===== config.mk =====
export PLATFORM = sky130hd
export DESIGN_NAME = uart_time_sync_rx
export DESIGN_NICKNAME = d
export VERILOG_FILES = /design/src/rtl/uart_pkg.sv /design/src/rtl/uart_time_sync_rx_timeout.sv /design/src/rtl/uart_time_sync_rx.sv
export SDC_FILE = /design/constraint.sdc
export NUM_CORES = 1
export LEC_CHECK = 0
export CAP_MARGIN = 20
export CORE_AREA = 10 10 103 142
export CTS_CLUSTER_SIZE = 40
export DETAILED_ROUTE_END_ITERATION = 10
export DIE_AREA = 0 0 113 152
export PLACE_DENSITY = 0.46
export SYNTH_ARGS = -nofsm -noshare
export SYNTH_HDL_FRONTEND = slang
export SYNTH_HIERARCHICAL = 1
export SYNTH_SLANG_ARGS = --single-unit

===== constraint.sdc =====
create_clock -name clk -period 2.6 [get_ports clk]
set_clock_uncertainty 0.05 [all_clocks]
set_input_delay 0.65 -clock clk [delete_from_list [all_inputs] [get_ports clk]]
set_output_delay 0.65 -clock clk [all_outputs]
set_load 0.02 [all_outputs]

===== src/rtl/uart_pkg.sv =====
// Shared definitions for the UART time-sync receive path: FSM states,
// field widths, range limits and the default frame header.
package uart_pkg;

  typedef enum logic [2:0] {
    ST_IDLE,
    ST_SEC,
    ST_MIN,
    ST_HOUR,
    ST_DAY,
    ST_MON,
    ST_CHK,
    ST_DONE
  } tsync_state_t;

  localparam int unsigned SEC_W  = 6;
  localparam int unsigned MIN_W  = 6;
  localparam int unsigned HOUR_W = 5;
  localparam int unsigned DAY_W  = 5;
  localparam int unsigned MON_W  = 4;

  localparam logic [7:0] MAX_SEC  = 8'd59;
  localparam logic [7:0] MAX_MIN  = 8'd59;
  localparam logic [7:0] MAX_HOUR = 8'd23;
  localparam logic [7:0] MAX_DAY  = 8'd31;
  localparam logic [7:0] MAX_MON  = 8'd12;

  localparam logic [7:0] DEFAULT_HEADER = 8'hA5;

  // Day and month are 1-based; the remaining fields start at zero.
  function automatic logic fields_valid(input logic [7:0] sec, input logic [7:0] min,
                                        input logic [7:0] hour, input logic [7:0] day,
                                        input logic [7:0] mon);
    return (sec <= MAX_SEC) && (min <= MAX_MIN) && (hour <= MAX_HOUR) &&
           (day != 8'd0) && (day <= MAX_DAY) && (mon != 8'd0) && (mon <= MAX_MON);
  endfunction

endpackage


===== src/rtl/uart_time_sync_rx_timeout.sv =====
// tsync_timeout: saturating inter-byte tick counter for the time-sync parser.
module tsync_timeout #(
  parameter int unsigned LIMIT = 40
) (
  input  logic clk,
  input  logic rst,
  input  logic clear,
  input  logic enable,
  input  logic tick,
  output logic expired
);

  localparam logic [7:0] LIM    = 8'(LIMIT);
  localparam logic [7:0] LIM_M1 = 8'(LIMIT - 1);

  logic [7:0] count;

  always_ff @(posedge clk or negedge rst) begin
    if (!rst) begin
      count <= '0;
    end else if (clear) begin
      count <= '0;
    end else if (enable && tick && (count != LIM)) begin
      count <= count + 8'd1;
    end
  end

  // Flags the tick that reaches the limit so the parser aborts on that same edge.
  always_comb begin
    expired = enable && ((count == LIM) || (tick && (count == LIM_M1)));
  end

endmodule


===== src/rtl/uart_time_sync_rx.sv =====
// UART time-set frame parser: HEADER, sec, min, hour, day, mon [, chk].
// Optional XOR checksum byte enabled by defining UART_TSYNC_CHECKSUM_EN.
module uart_time_sync_rx
  import uart_pkg::*;
#(
  parameter logic [7:0]  HEADER        = DEFAULT_HEADER,
  parameter int unsigned TIMEOUT_TICKS = 40
) (
  input  logic              clk,
  input  logic              rst,
  input  logic              tick,
  input  logic [7:0]        rx_data,
  input  logic              rx_valid,
  input  logic              rx_err,
  output logic              load,
  output logic [SEC_W-1:0]  set_sec,
  output logic [MIN_W-1:0]  set_min,
  output logic [HOUR_W-1:0] set_hour,
  output logic [DAY_W-1:0]  set_day,
  output logic [MON_W-1:0]  set_mon,
  output logic              frame_err,
  output logic              busy
);

  tsync_state_t state;
  logic [7:0]   sh_sec, sh_min, sh_hour, sh_day, sh_mon;
`ifdef UART_TSYNC_CHECKSUM_EN
  logic [7:0]   xacc;
`endif

  logic tmo_clear, tmo_enable, tmo_expired;

  always_comb begin
    tmo_clear  = rx_valid || (state == ST_IDLE);
    tmo_enable = (state == ST_SEC) || (state == ST_MIN) || (state == ST_HOUR) ||
                 (state == ST_DAY) || (state == ST_MON) || (state == ST_CHK);
  end

  tsync_timeout #(.LIMIT(TIMEOUT_TICKS)) u_timeout (
    .clk     (clk),
    .rst     (rst),
    .clear   (tmo_clear),
    .enable  (tmo_enable),
    .tick    (tick),
    .expired (tmo_expired)
  );

  always_ff @(posedge clk or negedge rst) begin
    if (!rst) begin
      state     <= ST_IDLE;
      busy      <= 1'b0;
      load      <= 1'b0;
      frame_err <= 1'b0;
      sh_sec    <= '0;
      sh_min    <= '0;
      sh_hour   <= '0;
      sh_day    <= '0;
      sh_mon    <= '0;
      set_sec   <= '0;
      set_min   <= '0;
      set_hour  <= '0;
      set_day   <= '0;
      set_mon   <= '0;
`ifdef UART_TSYNC_CHECKSUM_EN
      xacc      <= '0;
`endif
    end else begin
      load      <= 1'b0;
      frame_err <= 1'b0;
      case (state)
        ST_IDLE: begin
          if (rx_valid && !rx_err && (rx_data == HEADER)) begin
            state <= ST_SEC;
            busy  <= 1'b1;
`ifdef UART_TSYNC_CHECKSUM_EN
            xacc  <= rx_data;
`endif
          end
        end
        ST_SEC, ST_MIN, ST_HOUR, ST_DAY, ST_MON, ST_CHK: begin
          // A byte in the same cycle as the timeout takes priority.
          if (rx_valid) begin
            if (rx_err) begin
              state     <= ST_IDLE;
              busy      <= 1'b0;
              frame_err <= 1'b1;
            end else begin
`ifdef UART_TSYNC_CHECKSUM_EN
              if (state != ST_CHK) xacc <= xacc ^ rx_data;
`endif
              case (state)
                ST_SEC:  begin sh_sec  <= rx_data; state <= ST_MIN;  end
                ST_MIN:  begin sh_min  <= rx_data; state <= ST_HOUR; end
                ST_HOUR: begin sh_hour <= rx_data; state <= ST_DAY;  end
                ST_DAY:  begin sh_day  <= rx_data; state <= ST_MON;  end
                ST_MON: begin
                  sh_mon <= rx_data;
`ifdef UART_TSYNC_CHECKSUM_EN
                  state  <= ST_CHK;
`else
                  state  <= ST_DONE;
`endif
                end
`ifdef UART_TSYNC_CHECKSUM_EN
                ST_CHK: begin
                  if (rx_data == xacc) begin
                    state <= ST_DONE;
                  end else begin
                    state     <= ST_IDLE;
                    busy      <= 1'b0;
                    frame_err <= 1'b1;
                  end
                end
`endif
                default: begin
                  state <= ST_IDLE;
                  busy  <= 1'b0;
                end
              endcase
            end
          end else if (tmo_expired) begin
            state     <= ST_IDLE;
            busy      <= 1'b0;
            frame_err <= 1'b1;
          end
        end
        ST_DONE: begin
          state <= ST_IDLE;
          busy  <= 1'b0;
          if (fields_valid(sh_sec, sh_min, sh_hour, sh_day, sh_mon)) begin
            set_sec  <= sh_sec[SEC_W-1:0];
            set_min  <= sh_min[MIN_W-1:0];
            set_hour <= sh_hour[HOUR_W-1:0];
            set_day  <= sh_day[DAY_W-1:0];
            set_mon  <= sh_mon[MON_W-1:0];
            load     <= 1'b1;
          end else begin
            frame_err <= 1'b1;
          end
        end
        default: begin
          state <= ST_IDLE;
          busy  <= 1'b0;
        end
      endcase
    end
  end

endmodule


==> flow_metrics.tcl <==
set metrics [dict create \
    die-area_mm2 0.0172 \
    antenna_left 0 \
    critical_path.max_stage_delay_ns 0.58 \
    outcome "finished clean" \
    grt_max_degree 43 \
    antenna_found_initial 0 \
    multiInputGateArea_mm2 0.00145 \
    r2r-start "sh_hour[5]" \
    start_util_pct 29.2 \
    ys_ff_latch 80 \
    grt_pass1_vias 2398 \
    report.final.setup_viol 0 \
    synth.avg_cell_area_um2 13.9 \
    leakagePower_nw 2.09 \
    ir_drop_v 0.000333 \
    syn_nets 269 \
    die_w_um 113 \
    min_path_type "input port to asynchronous set/reset pin" \
    cts_tree "built" \
    slowest_stage "or4_1" \
    synth.distinct_cells 40 \
    crit_family "simple AND/OR/NAND/NOR gates" \
    synth_top_cell_by_area "dfrtp_1" \
    crit_required_ns 2.77 \
    grt_pass1_wl_um 13200 \
    fin_worst_hold_slack_ns 0.254 \
    cp-end-kind "register" \
    io_buffers 41 \
    setup_tns_ns 0 \
    hold_viol 0 \
    register_area_mm2 0.00200 \
    cts_root_buf "clkbuf_16" \
    cts_buffers 9 \
    pwr_density_cell_mw_per_mm2 635 \
    fin_crit_sh_pct 89.1 \
    cp-startpoint "sh_hour[5]" \
    drt_wl_total_um 8020 \
    first_iter_violations 93 \
    critical_path_arrival_ns 2.49 \
    slew_headroom_pct 62.7 \
    post_cts_resized 0 \
    maxCapViolCount 0 \
    clock_latency_ns 0.34 \
    drc 0 \
    syn_inst 254 \
    io_pins 42 \
    finalMaxSlewViolations 0 \
    clk_pin_slew_ns 0.06 \
    finalWorstSetupSlack_ns 0.283 \
    dp_hpwl_um 5920 \
    max_freq_ghz 0.432 \
    fill_cells 1175 \
    layout-drive-gt1-share_pct 32.9 \
    gp_congestion 0.749 \
    num_vias 2250 \
    firstDrtPassIters 4 \
    synth_area_leaders "dfrtp_1 (57%), mux2_2 (15%), mux2_4 (8.5%)" \
    synth_warnings 6 \
    rsz0062_at_grt "false" \
    path_max_fanout 8 \
    core_mm2 0.0121 \
    post_cts_buffers 0 \
    htree_levels 3 \
    worst_pin_slew_ns 0.560 \
    gr-total-overflow 0 \
    critical_path_class "register to register" \
    worst_setup_path_start_kind "register" \
    antenna_cells 0 \
    num_rows 48 \
    syn_area_mm2 0.00353 \
    crit_path_cell_trace "or4_1, a211o_1, nor4_4, buf_4, mux2_2" \
    vias_per_cell 4.80 \
    cts_sinks 80 \
    cts_buffer_depth 2 \
    die_h_um 152 \
    crit_buf_inv 1 \
    ys_seq_area_share_pct 56.8 \
    wl_per_cell_um 17.1 \
    synth_top_area_share_pct 56.8 \
    holdBufCountCts 0 \
    layout.nets 329 \
    area_growth_syn_to_layout_pct 29.6 \
    dpl_worst_slack_ns -0.0708 \
    grt_use_total_pct 9.75 \
    final.min_clock_period_ns 2.32 \
]
cells by family (layout without fill, tap and decap cells):
group / count (synthesis) / in the layout / share of synthesized area [%]
fa+ha+maj: 2 / 2 / 0.710
compound gates: 31 / 31 / 5.71
simple gates: 60 / 60 / 10.8
buf+inv: 13 / 78 / 2.16
flops: 80 / 80 / 56.8
mux: 68 / 68 / 23.8
layout make-up:
type	count	share of cell area, %
inverter	5	0.411
multi-input combinational	161	31.7
timing repair buffer	57	12.1
sequential	80	43.8
clock inverter	5	2.82
tap	150	4.11
clock buffer	11	5.09
metal layers:
metal,track usage (%),vias to the layer above,share of wire [%]
li1,-,1053,-
met1,11.4,1141,43
met2,16.0,44,51
met3,2.25,12,4.0
met4,5.45,0,2.5
met5,0,-,0
worst register-to-register path: cells and delay by family, from the launching register on:
family / cells / cell delay (ns)
buffers and inverters: 1 / 0.26
multiplexers: 1 / 0.35
AO/OA/AOI/OAI: 1 / 0.34
flip-flops: 1 / 0.37
AND/OR/NAND/NOR: 2 / 0.83
where the power goes:
| group | leakage [nW] | total, W | switching (W) | internal, W |
|---|---|---|---|---|
| Sequential | 1.11 | 0.00127 | 0.0000101 | 0.00126 |
| Combinational | 0.804 | 0.000109 | 0.0000615 | 0.0000472 |
| Clock | 0.174 | 0.00153 | 0.000489 | 0.00104 |
| Total | 2.09 | 0.00290 | 0.000561 | 0.00234 |
cells in the mapped netlist, drive strengths merged:
library cell,count
o2bb2ai,2
nand3b,2
dfrtp,80
clkbuf,3
nand4,5
nand2,8
or2,1
nor2b,1
nor2,9
nor4,3
a211o,2
mux2i,1
inv,5
ha,2
nor3,4
a21oi,11
o211ai,2
buf,5
nor4b,2
nand3,7
a41oi,1
or4,6
a21o,2
o21ai,8
mux2,67
and3,1
nand2b,4
o31ai,2
a311o,1
and2,1
or3,4
or4bb,2
cell usage in the layout (no fill, tap or decap), types with 3 or more instances in the layout:
cell / Yosys / layout
nand2b_1: 4 / 4
nand2_1: 8 / 8
or4_1: 6 / 6
clkbuf_16: 0 / 9
inv_1: 4 / 4
dfrtp_1: 80 / 80
mux2_2: 47 / 47
o21ai_0: 8 / 8
nor3_1: 4 / 4
a21oi_1: 11 / 11
buf_4: 1 / 15
clkdlybuf4s50_1: 0 / 40
or3_1: 3 / 3
bufinv_16: 0 / 4
nand4_1: 4 / 4
nor2_1: 9 / 9
mux2_4: 20 / 20
nand3_1: 7 / 7
stage by stage:
step	utilization, %	area, µm²	cells	total power, W
2_1_floorplan	-	3530	254	0.00132
3_3_place_gp	34.9	4210	453	0.00140
5_1_grt	37.9	4570	469	0.00301
4_1_cts	37.9	4570	469	0.00295
3_5_place_dp	34.9	4210	453	0.00140
6_report	37.9	4570	469	0.00290
sequential cells by signal, summed over array words and instances, names as in the netlist:
name and count:
load 1, sh_mon 8, set_min 6, set_sec 6, u_timeout/count 8, state 3, set_day 5, sh_min 8
sh_sec 8, sh_hour 8, set_mon 4, frame_err 1, sh_day 8, set_hour 5, busy 1
path summary, 6_finish.rpt:
path                              end  slack [ns]  cells after the start
hold reg to reg             sh_mon[7]        0.44                      1
min in group clk            sh_mon[7]        0.44                      1
hold / removal             set_mon[1]        0.25                      1
max in group asynchronous  sh_hour[7]        1.63                      2
setup reg to reg           set_min[1]        0.28                      5
setup / recovery           set_min[1]        0.28                      5
Note: power is estimated with default switching activity, not from simulation.
